## src/rtl/key_debounce_pkg.sv

```systemverilog
// Shared FSM encoding and default timing for the key debouncer.
// Default cycle counts are derived from the board clock and the millisecond targets.
package key_debounce_pkg;

  localparam int CLK_HZ      = 50_000_000;
  localparam int DEBOUNCE_MS = 20;
  localparam int LONG_MS     = 1000;

  localparam int DEF_DEBOUNCE_CYC = (CLK_HZ / 1000) * DEBOUNCE_MS;
  localparam int DEF_LONG_CYC     = (CLK_HZ / 1000) * LONG_MS;

  typedef enum logic [1:0] {
    ST_IDLE        = 2'd0,
    ST_PRESS_CHK   = 2'd1,
    ST_HELD        = 2'd2,
    ST_RELEASE_CHK = 2'd3
  } state_t;

  // Counter width for a terminal count of n-1; never narrower than one bit.
  function automatic int cnt_w(input int n);
    return (n > 1) ? $clog2(n) : 1;
  endfunction

endpackage

```

## src/rtl/key_sync.sv

```systemverilog
// Two-flop synchronizer for an asynchronous level input.
// RST_VAL sets the idle level both flops return to on reset.
module key_sync #(
  parameter logic RST_VAL = 1'b1
) (
  input  logic clk,
  input  logic rst_n,
  input  logic i_d,
  output logic o_q
);

  logic r_meta;
  logic r_sync;

  always_ff @(posedge clk or negedge rst_n) begin
    if (!rst_n) begin
      r_meta <= RST_VAL;
      r_sync <= RST_VAL;
    end else begin
      r_meta <= i_d;
      r_sync <= r_meta;
    end
  end

  assign o_q = r_sync;

endmodule

```

## src/rtl/key_debounce.sv

```systemverilog
// Debouncer for an active-low mechanical key: clean level plus press, release
// and one-shot long-press pulses, all registered.
module key_debounce
  import key_debounce_pkg::*;
#(
  parameter int DEBOUNCE_CYC = DEF_DEBOUNCE_CYC,
  parameter int LONG_CYC     = DEF_LONG_CYC
) (
  input  logic clk,
  input  logic rst_n,
  input  logic key_in,
  output logic key_clean_n,
  output logic key_press,
  output logic key_release,
  output logic key_long
);

  localparam int DEB_W  = cnt_w(DEBOUNCE_CYC);
  localparam int LONG_W = cnt_w(LONG_CYC);
  localparam logic [DEB_W-1:0]  DEB_MAX  = DEB_W'(DEBOUNCE_CYC - 1);
  localparam logic [LONG_W-1:0] LONG_MAX = LONG_W'(LONG_CYC - 1);

  if (LONG_CYC < 1 || DEBOUNCE_CYC < 1) begin : g_param_chk
    $error("key_debounce: DEBOUNCE_CYC and LONG_CYC must be >= 1");
  end

  logic              w_ks;
  state_t            r_state,    w_state;
  logic [DEB_W-1:0]  r_deb_cnt,  w_deb_cnt;
  logic [LONG_W-1:0] r_long_cnt, w_long_cnt;
  logic              r_long_done, w_long_done;
  logic              r_clean_n,  w_clean_n;
  logic              r_press,    w_press;
  logic              r_release,  w_release;
  logic              r_long,     w_long;

  key_sync #(.RST_VAL(1'b1)) u_sync (
    .clk   (clk),
    .rst_n (rst_n),
    .i_d   (key_in),
    .o_q   (w_ks)
  );

  always_ff @(posedge clk or negedge rst_n) begin
    if (!rst_n) begin
      r_state     <= ST_IDLE;
      r_deb_cnt   <= '0;
      r_long_cnt  <= '0;
      r_long_done <= 1'b0;
      r_clean_n   <= 1'b1;
      r_press     <= 1'b0;
      r_release   <= 1'b0;
      r_long      <= 1'b0;
    end else begin
      r_state     <= w_state;
      r_deb_cnt   <= w_deb_cnt;
      r_long_cnt  <= w_long_cnt;
      r_long_done <= w_long_done;
      r_clean_n   <= w_clean_n;
      r_press     <= w_press;
      r_release   <= w_release;
      r_long      <= w_long;
    end
  end

  always_comb begin
    w_state     = r_state;
    w_deb_cnt   = r_deb_cnt;
    w_long_cnt  = r_long_cnt;
    w_long_done = r_long_done;
    w_clean_n   = r_clean_n;
    w_press     = 1'b0;
    w_release   = 1'b0;
    w_long      = 1'b0;

    // Hold time keeps running through release bounces, so a long press that
    // matures while the release is still being qualified is still reported.
    if (r_state == ST_HELD || r_state == ST_RELEASE_CHK) begin
      if (r_long_cnt == LONG_MAX) begin
        if (!r_long_done) begin
          w_long      = 1'b1;
          w_long_done = 1'b1;
        end
      end else begin
        w_long_cnt = r_long_cnt + 1'b1;
      end
    end

    case (r_state)
      ST_IDLE: begin
        if (!w_ks) begin
          w_state   = ST_PRESS_CHK;
          w_deb_cnt = '0;
        end
      end
      ST_PRESS_CHK: begin
        if (w_ks) begin
          w_state = ST_IDLE;
        end else if (r_deb_cnt == DEB_MAX) begin
          w_state    = ST_HELD;
          w_press    = 1'b1;
          w_clean_n  = 1'b0;
          w_long_cnt = '0;
        end else begin
          w_deb_cnt = r_deb_cnt + 1'b1;
        end
      end
      ST_HELD: begin
        if (w_ks) begin
          w_state   = ST_RELEASE_CHK;
          w_deb_cnt = '0;
        end
      end
      ST_RELEASE_CHK: begin
        if (!w_ks) begin
          w_state = ST_HELD;
        end else if (r_deb_cnt == DEB_MAX) begin
          w_state     = ST_IDLE;
          w_release   = 1'b1;
          w_clean_n   = 1'b1;
          w_long_done = 1'b0;
        end else begin
          w_deb_cnt = r_deb_cnt + 1'b1;
        end
      end
      default: w_state = ST_IDLE;
    endcase
  end

  assign key_clean_n = r_clean_n;
  assign key_press   = r_press;
  assign key_release = r_release;
  assign key_long    = r_long;

endmodule

```

## config.mk

```make
export PLATFORM = sky130hd
export DESIGN_NAME = key_debounce
export DESIGN_NICKNAME = d
export VERILOG_FILES = /design/src/rtl/key_debounce_pkg.sv /design/src/rtl/key_sync.sv /design/src/rtl/key_debounce.sv
export SDC_FILE = /design/constraint.sdc
export NUM_CORES = 1
export LEC_CHECK = 0
export BUFFER_PORTS_ARGS = -buffer_cell sky130_fd_sc_hd__buf_2
export CAP_MARGIN = 25
export CORE_ASPECT_RATIO = 1.75
export CORE_UTILIZATION = 60
export DETAILED_ROUTE_END_ITERATION = 8
export PLACE_DENSITY = 0.74
export SLEW_MARGIN = 0
export SYNTH_ARGS = -nofsm -noshare
export SYNTH_HDL_FRONTEND = slang
export SYNTH_SLANG_ARGS = --single-unit
```

## constraint.sdc

```tcl
create_clock -name clk -period 2.2 [get_ports clk]
set_input_delay 0.11 -clock clk [delete_from_list [all_inputs] [get_ports clk]]
set_output_delay 0.11 -clock clk [all_outputs]
set_load 0.02 [all_outputs]
```

## Word level (Yosys, flattened, before mapping)

Cells that the tools add are included.
Widths: inputs -> output; s select.

| storage, ports and cells | value |
|---|---|
| flip-flop bits (word level) | 55 |
| latch bits | 0 |
| memory bits (writable) | 0 |
| ROM bits | 0 |
| logic and storage cells | 67 |
| memories kept | 0 |

| operators by class | value |
|---|---|
| add/sub/neg operators | 2 |
| multipliers | 0 |
| div/mod/pow operators | 0 |
| magnitude comparators | 0 |
| eq/ne operators | 13 |
| shift operators | 0 |
| muxes and demuxes | 36 |
| bitwise operators | 0 |
| reduce and logical (&&, ||, !) cells | 6 |

Operators with widths:

| cell | number |
|---|---|
| $mux 26 | 5 |
| $mux 20 | 5 |
| $pmux 20 s4 | 1 |
| $add 26x1->26 const B | 1 |
| $eq 26x26->1 const B | 1 |
| $add 20x1->20 const B | 1 |
| $eq 20x20->1 const B | 1 |
| $mux 1 | 17 |
| $mux 2 | 6 |
| $pmux 2 s4 | 1 |
| $reduce_and 4->1 | 2 |
| $ne 2x1->1 const B | 3 |
| $ne 2x2->1 const B | 3 |
| $reduce_and 5->1 | 1 |
| $eq 2x2->1 const B | 2 |
| $ne 3x2->1 const B | 1 |
| $ne 3x3->1 const B | 1 |
| $eq 2x1->1 const B | 1 |
| $logic_not 2->1 | 1 |
| $pmux 1 s2 | 1 |
| $reduce_bool 2->1 | 1 |
| $logic_or 1x1->1 | 1 |

## Logic depth before layout (Yosys ltp)

Gate-level depths: netlist of the first run.

| logic depth | value |
|---|---|
| depth in word-level cells | 6 |
| depth in mapped cells | 7 |

## Cells and area by module

A second synthesis of the first run with hierarchy kept.

| unflattened totals | value |
|---|---|
| cells, all modules | 318 |
| area total of the unflattened synthesis | 2972.9 um2 |

By module, submodules not included:

| module | times used | cells an instance | area an instance (um2) | sequential area each (um2) |
|---|---|---|---|---|
| key_debounce | 1 | 316 | 2920.3 | 1327.5 |
| key_sync | 1 | 2 | 52.6 | 52.6 |

## Least setup slack after synthesis of the first run

Ideal clock, no wire load.

| timing | value |
|---|---|
| kind | reg2reg |
| start | register r_deb_cnt[0] |
| end | register r_deb_cnt[9] |
| data arrival time | 1.830 ns |
| required time | 2.074 ns |
| slack | 0.244 ns |
| cell stages (with the launch flop) | 8 |
| buffers on the path | 1 |
| cells stage by stage | dfrtp_1 > ha_1 > nand4_1 > nor4_4 > nand2_4 > buf_6 > and3_1 > a221o_1 |

| on the way | value |
|---|---|
| longest elaborated chain between the ends | 4 |
| elaborated cells on any way between the ends | 6 |
| classes of those cells | 1 x add/sub; 1 x eq/ne; 4 x mux |

Ends and longest elaborated chain:

| what | line | RTL |
|---|---|---|
| start: declaration | key_debounce.sv:29 | `logic [DEB_W-1:0] r_deb_cnt, w_deb_cnt;` |
| start signal: assignment | key_debounce.sv:56 | `r_deb_cnt <= w_deb_cnt;` |
| $add 20x1->20 / $eq 20x20->1 (equally long branches) | n/a |  |
| $mux 20 (*) | key_debounce.sv:99, key_debounce.sv:117 |  |
| $mux 20, on equally long branches | key_debounce.sv:115, key_debounce.sv:97 |  |
| $pmux 20 s4 (*) | key_debounce.sv:89 | `case (r_state)` |

Every way passes the cells marked *; elsewhere a longest branch is shown, timed or not. The select of a mux whose other input is x is not followed.
A chain may end at the register's enable or synchronous reset.

## Worst setup path in the final report of the first run

| timing | value |
|---|---|
| start | register r_long_cnt[6] |
| end | register r_long_cnt[6] |

| on the way | value |
|---|---|
| longest elaborated chain between the ends | 6 |
| elaborated cells on any way between the ends | 7 |
| classes of those cells | 1 x add/sub; 1 x eq/ne; 5 x mux |

Ends and longest elaborated chain:

| what | line | RTL |
|---|---|---|
| start: declaration | key_debounce.sv:30 | `logic [LONG_W-1:0] r_long_cnt, w_long_cnt;` |
| start signal: assignment | key_debounce.sv:57 | `r_long_cnt <= w_long_cnt;` |
| $add 26x1->26 / $eq 26x26->1 (equally long branches) | key_debounce.sv:85, key_debounce.sv:79 |  |
| $mux 26 | key_debounce.sv:79 | `if (r_long_cnt == LONG_MAX) begin` |
| $mux 26 (*) | key_debounce.sv:78 | `if (r_state == ST_HELD \|\| r_state == ST_RELEASE_CHK) begin` |
| $mux 26 | key_debounce.sv:99 | `end else if (r_deb_cnt == DEB_MAX) begin` |
| $mux 26 | key_debounce.sv:97 | `if (w_ks) begin` |
| $mux 26 (*) | key_debounce.sv:89 |  |
| net w_long_cnt[6] | key_debounce.sv:30 |  |

The timed path passes the listed nets; every way through them passes the cells marked *.

==> summary.md, run 1 <==
| Metric | Value |
|---|---|
| Worst ir drop on vdd | `0.404 mV` |
| Final wirelength | `7380 µm` |
| Worst Path Required | `2430 ps` |
| Max Cap Viol | `0` |
| Status | `finished, final reports clean` |
| Synth warn | `0` |
| Initial antenna violation count | `0` |
| R2R Setup Slk | `140 ps` |
| Static leakage | `0.00152 µW` |
| Top FF cell, synth | `dfrtp_1` |
| Largest net degree at the start of global routing | `32` |
| Final design utilization | `69.0%` |
| DRT Pass-1 Iters | `5` |
| Die Ht | `96.8 µm` |
| Final std cells w/o fill | `409` |
| DRT iter0 DRCs | `115` |
| Syn Nets | `340` |
| Final worst-path cycle share | `93.7%` |
| Final net count | `359` |
| Worst relative slew slack | `58.9%` |
| Hold Slack | `344 ps` |
| RSZ-0062 raised after global routing | `false` |
| Clk slew on worst S/H paths | `100 ps` |
| Final Hold Vio Count | `0` |
| Fillers | `416` |
| Psw | `408 µW` |
| Vias in the first global route | `2678` |
| Design Power | `1750 µW` |
| Synth top area share | `42.3%` |
| Root buffer selected by CTS | `clkbuf_8` |
| Setup Fix Bufs, Post-CTS | `0` |
| Synth Area in Adders | `0.813%` |
| Fin crit period | `2060 ps` |
| Clk sinks | `55` |
| CP arrival | `2290 ps` |
| H-tree Lvls | `2` |
| Internal power | `1350 µW` |
| # port buffers | `6` |
| CTS tree | `built` |
| CTS Buf Count | `5` |
| Fmax | `485 MHz` |
| Sequential area share after synthesis | `44.8%` |
| I/O pins | `7` |
| Starting density of the core | `62.4%` |
| DR WL/cell | `18.0 µm` |
| Drc violations | `0` |
| Global-route wire length before repair | `12500 µm` |
| Gates resized, CTS repair | `0` |
| Synth cell types | `55` |
| Compound-Gate Fraction of Synth Area | `15.9%` |
| Asr flop ratio synth | `100%` |
| Post-DP HPWL | `5360 µm` |
| Synth Area in Simple Gates | `29.6%` |
| Clock share of power | `35.4%` |
| Worst setup SP type | `register` |
| Antenna Diode Count | `0` |
| Sequential Power Share | `58.8%` |
| Area Growth Syn to Fin | `10.6%` |
| CORE AREA | `4930 µm²` |
| Post-synthesis mux area share | `1.95%` |
| Die area | `5430 µm²` |
| Cell Count Post-Placement | `399` |
| Logic gate share of total power | `5.7%` |
| Max Clock Skew | `8.93 ps` |
| GRT Overall Usage | `29.3%` |
| Vias | `2642` |
| Critical path class | `register to register` |
| Main combinational cell family by area after synthesis | `simple AND/OR/NAND/NOR gates` |
| Cells after synthesis | `335` |
| Grt ovf | `0` |
| Pwr dens | `515 nW/µm²` |
| FP Rows | `34` |
| Layout cells sized above 1 | `14.4%` |
| Synth area leader | `dfrtp_1` |
| Post-synth EDFFs | `0` |
| Post-route ant nets | `0` |
| Bufs on Longest Clock Path | `2` |
| Clock latency on the worst-skew pair | `320 ps` |
| Synth area leaders | `dfrtp_1, nand2_1, nor2_1` |
| Cell Area, Synth | `3080 µm²` |
| Final setup fails | `0` |
| CP Max Fanout | `8` |
| Worst-Margin Slew | `617 ps` |
| Fin. max-slew vios | `0` |
| Critical path endpoint category | `register` |
| Final GP Congestion | `0.897` |
| XOR/XNOR share of the synthesized area | `3.41%` |
| Syn Area/Cell | `9.19 µm²` |
| Vias per inst | `6.46` |
| Yosys reg bits | `55` |
| Sw frac | `23.2%` |
| Die Wd | `56.1 µm` |
| Hold Crit Class | `input port to async pin` |
| Final setup TNS | `0 ps` |
-- kinds of logic (layout without fill, tap and decap cells) --
group	after synthesis	in the layout
AO/OA/AOI/OAI	76	76
XOR/XNOR	12	12
adder cells (fa/ha/maj)	2	2
buffers and inverters	24	44
flip-flops	55	55
multiplexers	6	6
AND/OR/NAND/NOR	160	160
-- layout make-up --
| class | instances | area, µm² | area share (%) |
|---|---|---|---|
| Tap cell | 54 | 67.6 | 1.98 |
| Clock buffer | 8 | 100 | 2.94 |
| Timing Repair Buffer | 29 | 233 | 6.84 |
| Multi-Input combinational cell | 256 | 1600 | 46.9 |
| Inverter | 7 | 26.3 | 0.772 |
| Sequential cell | 55 | 1380 | 40.5 |
-- cells in the mapped netlist, drive strengths merged, types with 5 or more instances --
library cell	count
dfrtp	52
mux2i	6
inv	7
nand4	13
a21oi	19
a41oi	5
o21ai	19
nand3	20
nor3	17
xor2	11
nor4	11
buf	5
clkbuf	12
a31oi	9
nand2	40
and3	10
nor2	28
-- what timing repair did --
action / 4_1_cts / 5_1_grt
setup endpoints to repair: 0 / 0
endpoints found under the hold margin: 25 / 0
hold buffers: 2 / 0
-- routing by layer --
metal  vias up  track usage (%)  wire [µm]
met1      1285             32.5       2740
met2        66             54.3       4230
met4         0             13.9        212
met3        15             2.94        202
li1       1276                -          -
met5         -                0          0
-- sequential cells by signal, summed over array words and instances (netlist names), named ones only --
signal	flops
key_long	1
key_release	1
r_long_cnt	26
key_press	1
u_sync.o_q	1
r_state	1
r_long_done	1
r_deb_cnt	20
key_clean_n	1
u_sync.r_meta	1
-- power groups by stage --
| stage | Clock [µW] | Sequential (µW) | Combinational, µW |
|---|---|---|---|
| floorplan | 0 | 1050 | 41.4 |
| global placement | 0 | 1050 | 97.0 |
| detailed placement | 0 | 1050 | 99.0 |
| CTS | 634 | 1030 | 103 |
| global route | 666 | 1030 | 115 |
| finish | 622 | 1030 | 101 |
-- final timing paths --
kind | endpoint | startpoint | cells after the start
min reg2reg | u_sync.o_q$_DFF_PN1_ | u_sync.r_meta$_DFF_PN1_ | 0
max | r_long_cnt[6]$_DFF_PN0_ | r_long_cnt[6]$_DFF_PN0_ | 5
min | r_deb_cnt[17]$_DFFE_PN0P_ | rst_n | 2
min in group clk | u_sync.o_q$_DFF_PN1_ | u_sync.r_meta$_DFF_PN1_ | 0
max in group asynchronous | u_sync.r_meta$_DFF_PN1_ | rst_n | 3
max reg2reg | r_long_cnt[6]$_DFF_PN0_ | r_long_cnt[6]$_DFF_PN0_ | 5
-- metrics by stage --
step	setup WS, ps	cell area (µm²)
final	139	3400
after global routing	73.0	3400
after CTS	180	3400
after detailed placement	207	3280
after global placement	261	3280
after floorplan	244	3080
-- critical path, stage by stage, from the launching register on --
cell     delay [ps]
dfrtp_1         470
nor4b_1         390
and3b_1         240
or3b_2          500
and3_1          210
nor3_1          160
-- placed cells by master (no fill, tap or decap), types with 2 or more instances in the layout --
cell type      instances
a211oi_1               3
a31oi_1                9
dlygate4sd3_1          2
a41oi_1                5
nand2_1               39
nand4b_1               2
and2_1                 3
dfstp_2                3
xor2_1                10
inv_1                  7
o21ai_0               13
o22ai_1                2
and4_1                 4
or3_1                  4
buf_12                 2
nor3_1                17
nor4_1                 6
o21a_1                 2
a211o_1                3
o211ai_1               2
nand3_1               20
clkbuf_8               7
a21oi_1               18
buf_4                 19
nor2_1                28
o21ai_1                6
buf_2                  6
ha_1                   2
nor4_4                 4
o31ai_1                4
and3_1                 9
nand4_1               13
mux2i_1                6
dfrtp_1               52
Note: power is estimated with default switching activity, not from simulation.
==> run 2: changes to the inputs <==
CTS_BUF_LIST = sky130_fd_sc_hd__clkbuf_8   (was default)
==> run 2 against run 1 <==
  * Setup slack improved by 1.5 ps
  * Via count rose by 0.30%
  * Power fell by 0.23%
  * Critical path depth did not move
  * Core utilization did not move
==> summary.md, run 2 (synthesis gave the netlist of run 1 again) <==
| Metric | Value |
|---|---|
| Buf+Inv Stages, Crit Path | `0` |
| Fin. max-slew vios | `0` |
| Internal power | `1340 µW` |
| Vias per inst | `6.48` |
| Clk slew on worst S/H paths | `100 ps` |
| DRT iter0 DRCs | `115` |
| Fin crit period | `2060 ps` |
| CTS tree | `built` |
| I/O pins | `7` |
| Die Wd | `56.1 µm` |
| M1 wire length | `2770 µm` |
| Final worst-path cycle share | `93.6%` |
| Root buffer selected by CTS | `clkbuf_8` |
| Pwr dens | `514 nW/µm²` |
| RSZ-0062 raised after global routing | `false` |
| CTS Buf Count | `5` |
| Drc violations | `0` |
| Status | `finished, final reports clean` |
| Max incr delay on CP | `500 ps` |
| Critical path endpoint category | `register` |
| Largest Register | `r_long_cnt` |
| Logic gate share of total power | `5.8%` |
| Kind of cell adding the most delay to the critical path | `simple AND/OR/NAND/NOR gates` |
| Clock share of power | `35.3%` |
| Metal2 WL | `4220 µm` |
| Global-route wire length before repair | `12500 µm` |
| # port buffers | `6` |
| Final setup TNS | `0 ps` |
| Final setup fails | `0` |
| Sequential Power Share | `58.9%` |
| Clk sinks | `55` |
| Top Layer Used | `met4` |
| CP arrival | `2290 ps` |
| Worst relative slew slack | `59.1%` |
| Max reg flops | `26` |
| Max Cap Viol | `0` |
| DR WL/cell | `18.0 µm` |
| GRT Overall Usage | `29.3%` |
| Design Power | `1750 µW` |
| CORE AREA | `4930 µm²` |
| Layout cells sized above 1 | `14.4%` |
| Sw frac | `23.3%` |
| Final Hold Vio Count | `0` |
| Clock latency on the worst-skew pair | `320 ps` |
| Most common cell after layout, fill and taps aside | `dfrtp_1` |
| Die Ht | `96.8 µm` |
| CP Max Fanout | `8` |
| Largest net degree at the start of global routing | `32` |
| Fmax | `486 MHz` |
| Final GP Congestion | `0.897` |
| Final wirelength | `7380 µm` |
| Biggest regs | `r_long_cnt: 26 flops, r_deb_cnt: 20 flops` |
| Max Clock Skew | `8.93 ps` |
| Starting density of the core | `62.4%` |
| Fillers | `416` |
| Antenna Diode Count | `0` |
| Die area | `5430 µm²` |
| Final net count | `359` |
| Post-route ant nets | `0` |
| DRT Pass-1 Iters | `5` |
| Initial antenna violation count | `0` |
| Grt ovf | `0` |
| FP Rows | `34` |
| Crit-path cells | `nor4b_1 > and3b_1 > or3b_2 > and3_1 > nor3_1` |
| Area Growth Syn to Fin | `10.6%` |
| Hold Slack | `344 ps` |
| Most frequent cells in the layout | `dfrtp_1, nand2_1, nor2_1, nand3_1, buf_4` |
| Hold Crit Class | `input port to async pin` |
| Static leakage | `0.00153 µW` |
| Met3 Routed Length | `185 µm` |
| Worst-Margin Slew | `613 ps` |
| Worst Path Required | `2430 ps` |
| Psw | `408 µW` |
| Vias in the first global route | `2678` |
| H-tree Lvls | `2` |
| Post-DP HPWL | `5360 µm` |
| Vias | `2650` |
| Critical path class | `register to register` |
| Gates resized, CTS repair | `0` |
| CP max-delay cell | `or3b_2` |
| Bufs on Longest Clock Path | `2` |
| Worst ir drop on vdd | `0.404 mV` |
| Worst setup SP type | `register` |
[run 2: through the flow]
step | instances | setup slack, ps | area, µm² | util (%)
after floorplan | 335 | 244 | 3080 | -
after global placement | 399 | 261 | 3280 | 66.6
after detailed placement | 399 | 207 | 3280 | 66.6
after CTS | 409 | 180 | 3400 | 69.0
after global routing | 409 | 73.0 | 3400 | 69.0
final | 409 | 140 | 3400 | 69.0
[run 2: power by group through the flow]
stage               clock network [µW]  registers [µW]  logic, µW
floorplan                            0            1050       41.4
global placement                     0            1050       97.0
detailed placement                   0            1050       99.0
CTS                                629            1030        103
global route                       662            1030        115
finish                             618            1030        101
[run 2: path summary, 6_finish.rpt]
kind                                         startpoint                   endpoint  slack [ps]  cells after the start
max in group asynchronous                         rst_n    u_sync.r_meta$_DFF_PN1_        1210                      3
worst max register to register  r_long_cnt[6]$_DFF_PN0_    r_long_cnt[6]$_DFF_PN0_         140                      5
worst max-delay path            r_long_cnt[6]$_DFF_PN0_    r_long_cnt[6]$_DFF_PN0_         140                      5
worst min register to register  u_sync.r_meta$_DFF_PN1_       u_sync.o_q$_DFF_PN1_         370                      0
min in group clk                u_sync.r_meta$_DFF_PN1_       u_sync.o_q$_DFF_PN1_         370                      0
worst min-delay path                              rst_n  r_deb_cnt[17]$_DFFE_PN0P_         340                      2
[run 2: layout make-up]
cell class / instances / area [µm²] / area share, %
repair buffers: 29 / 233 / 6.84
flip-flops and latches: 55 / 1380 / 40.5
clock inverters: 1 / 3.75 / 0.110
well taps: 54 / 67.6 / 1.98
clock buffers: 7 / 96.3 / 2.83
inverters: 7 / 26.3 / 0.772
multi-input cells: 256 / 1600 / 46.9
[run 2: timing repair]
action / CTS / global route
setup buffers: 0 / 0
hold endpoints to repair: 25 / 0
hold buffers: 2 / 0
[run 2: routing by layer]
layer	global-route usage, %	vias to the layer above
met4	13.9	0
met5	0	-
met3	2.94	15
met1	32.5	1294
met2	54.3	65
li1	-	1276
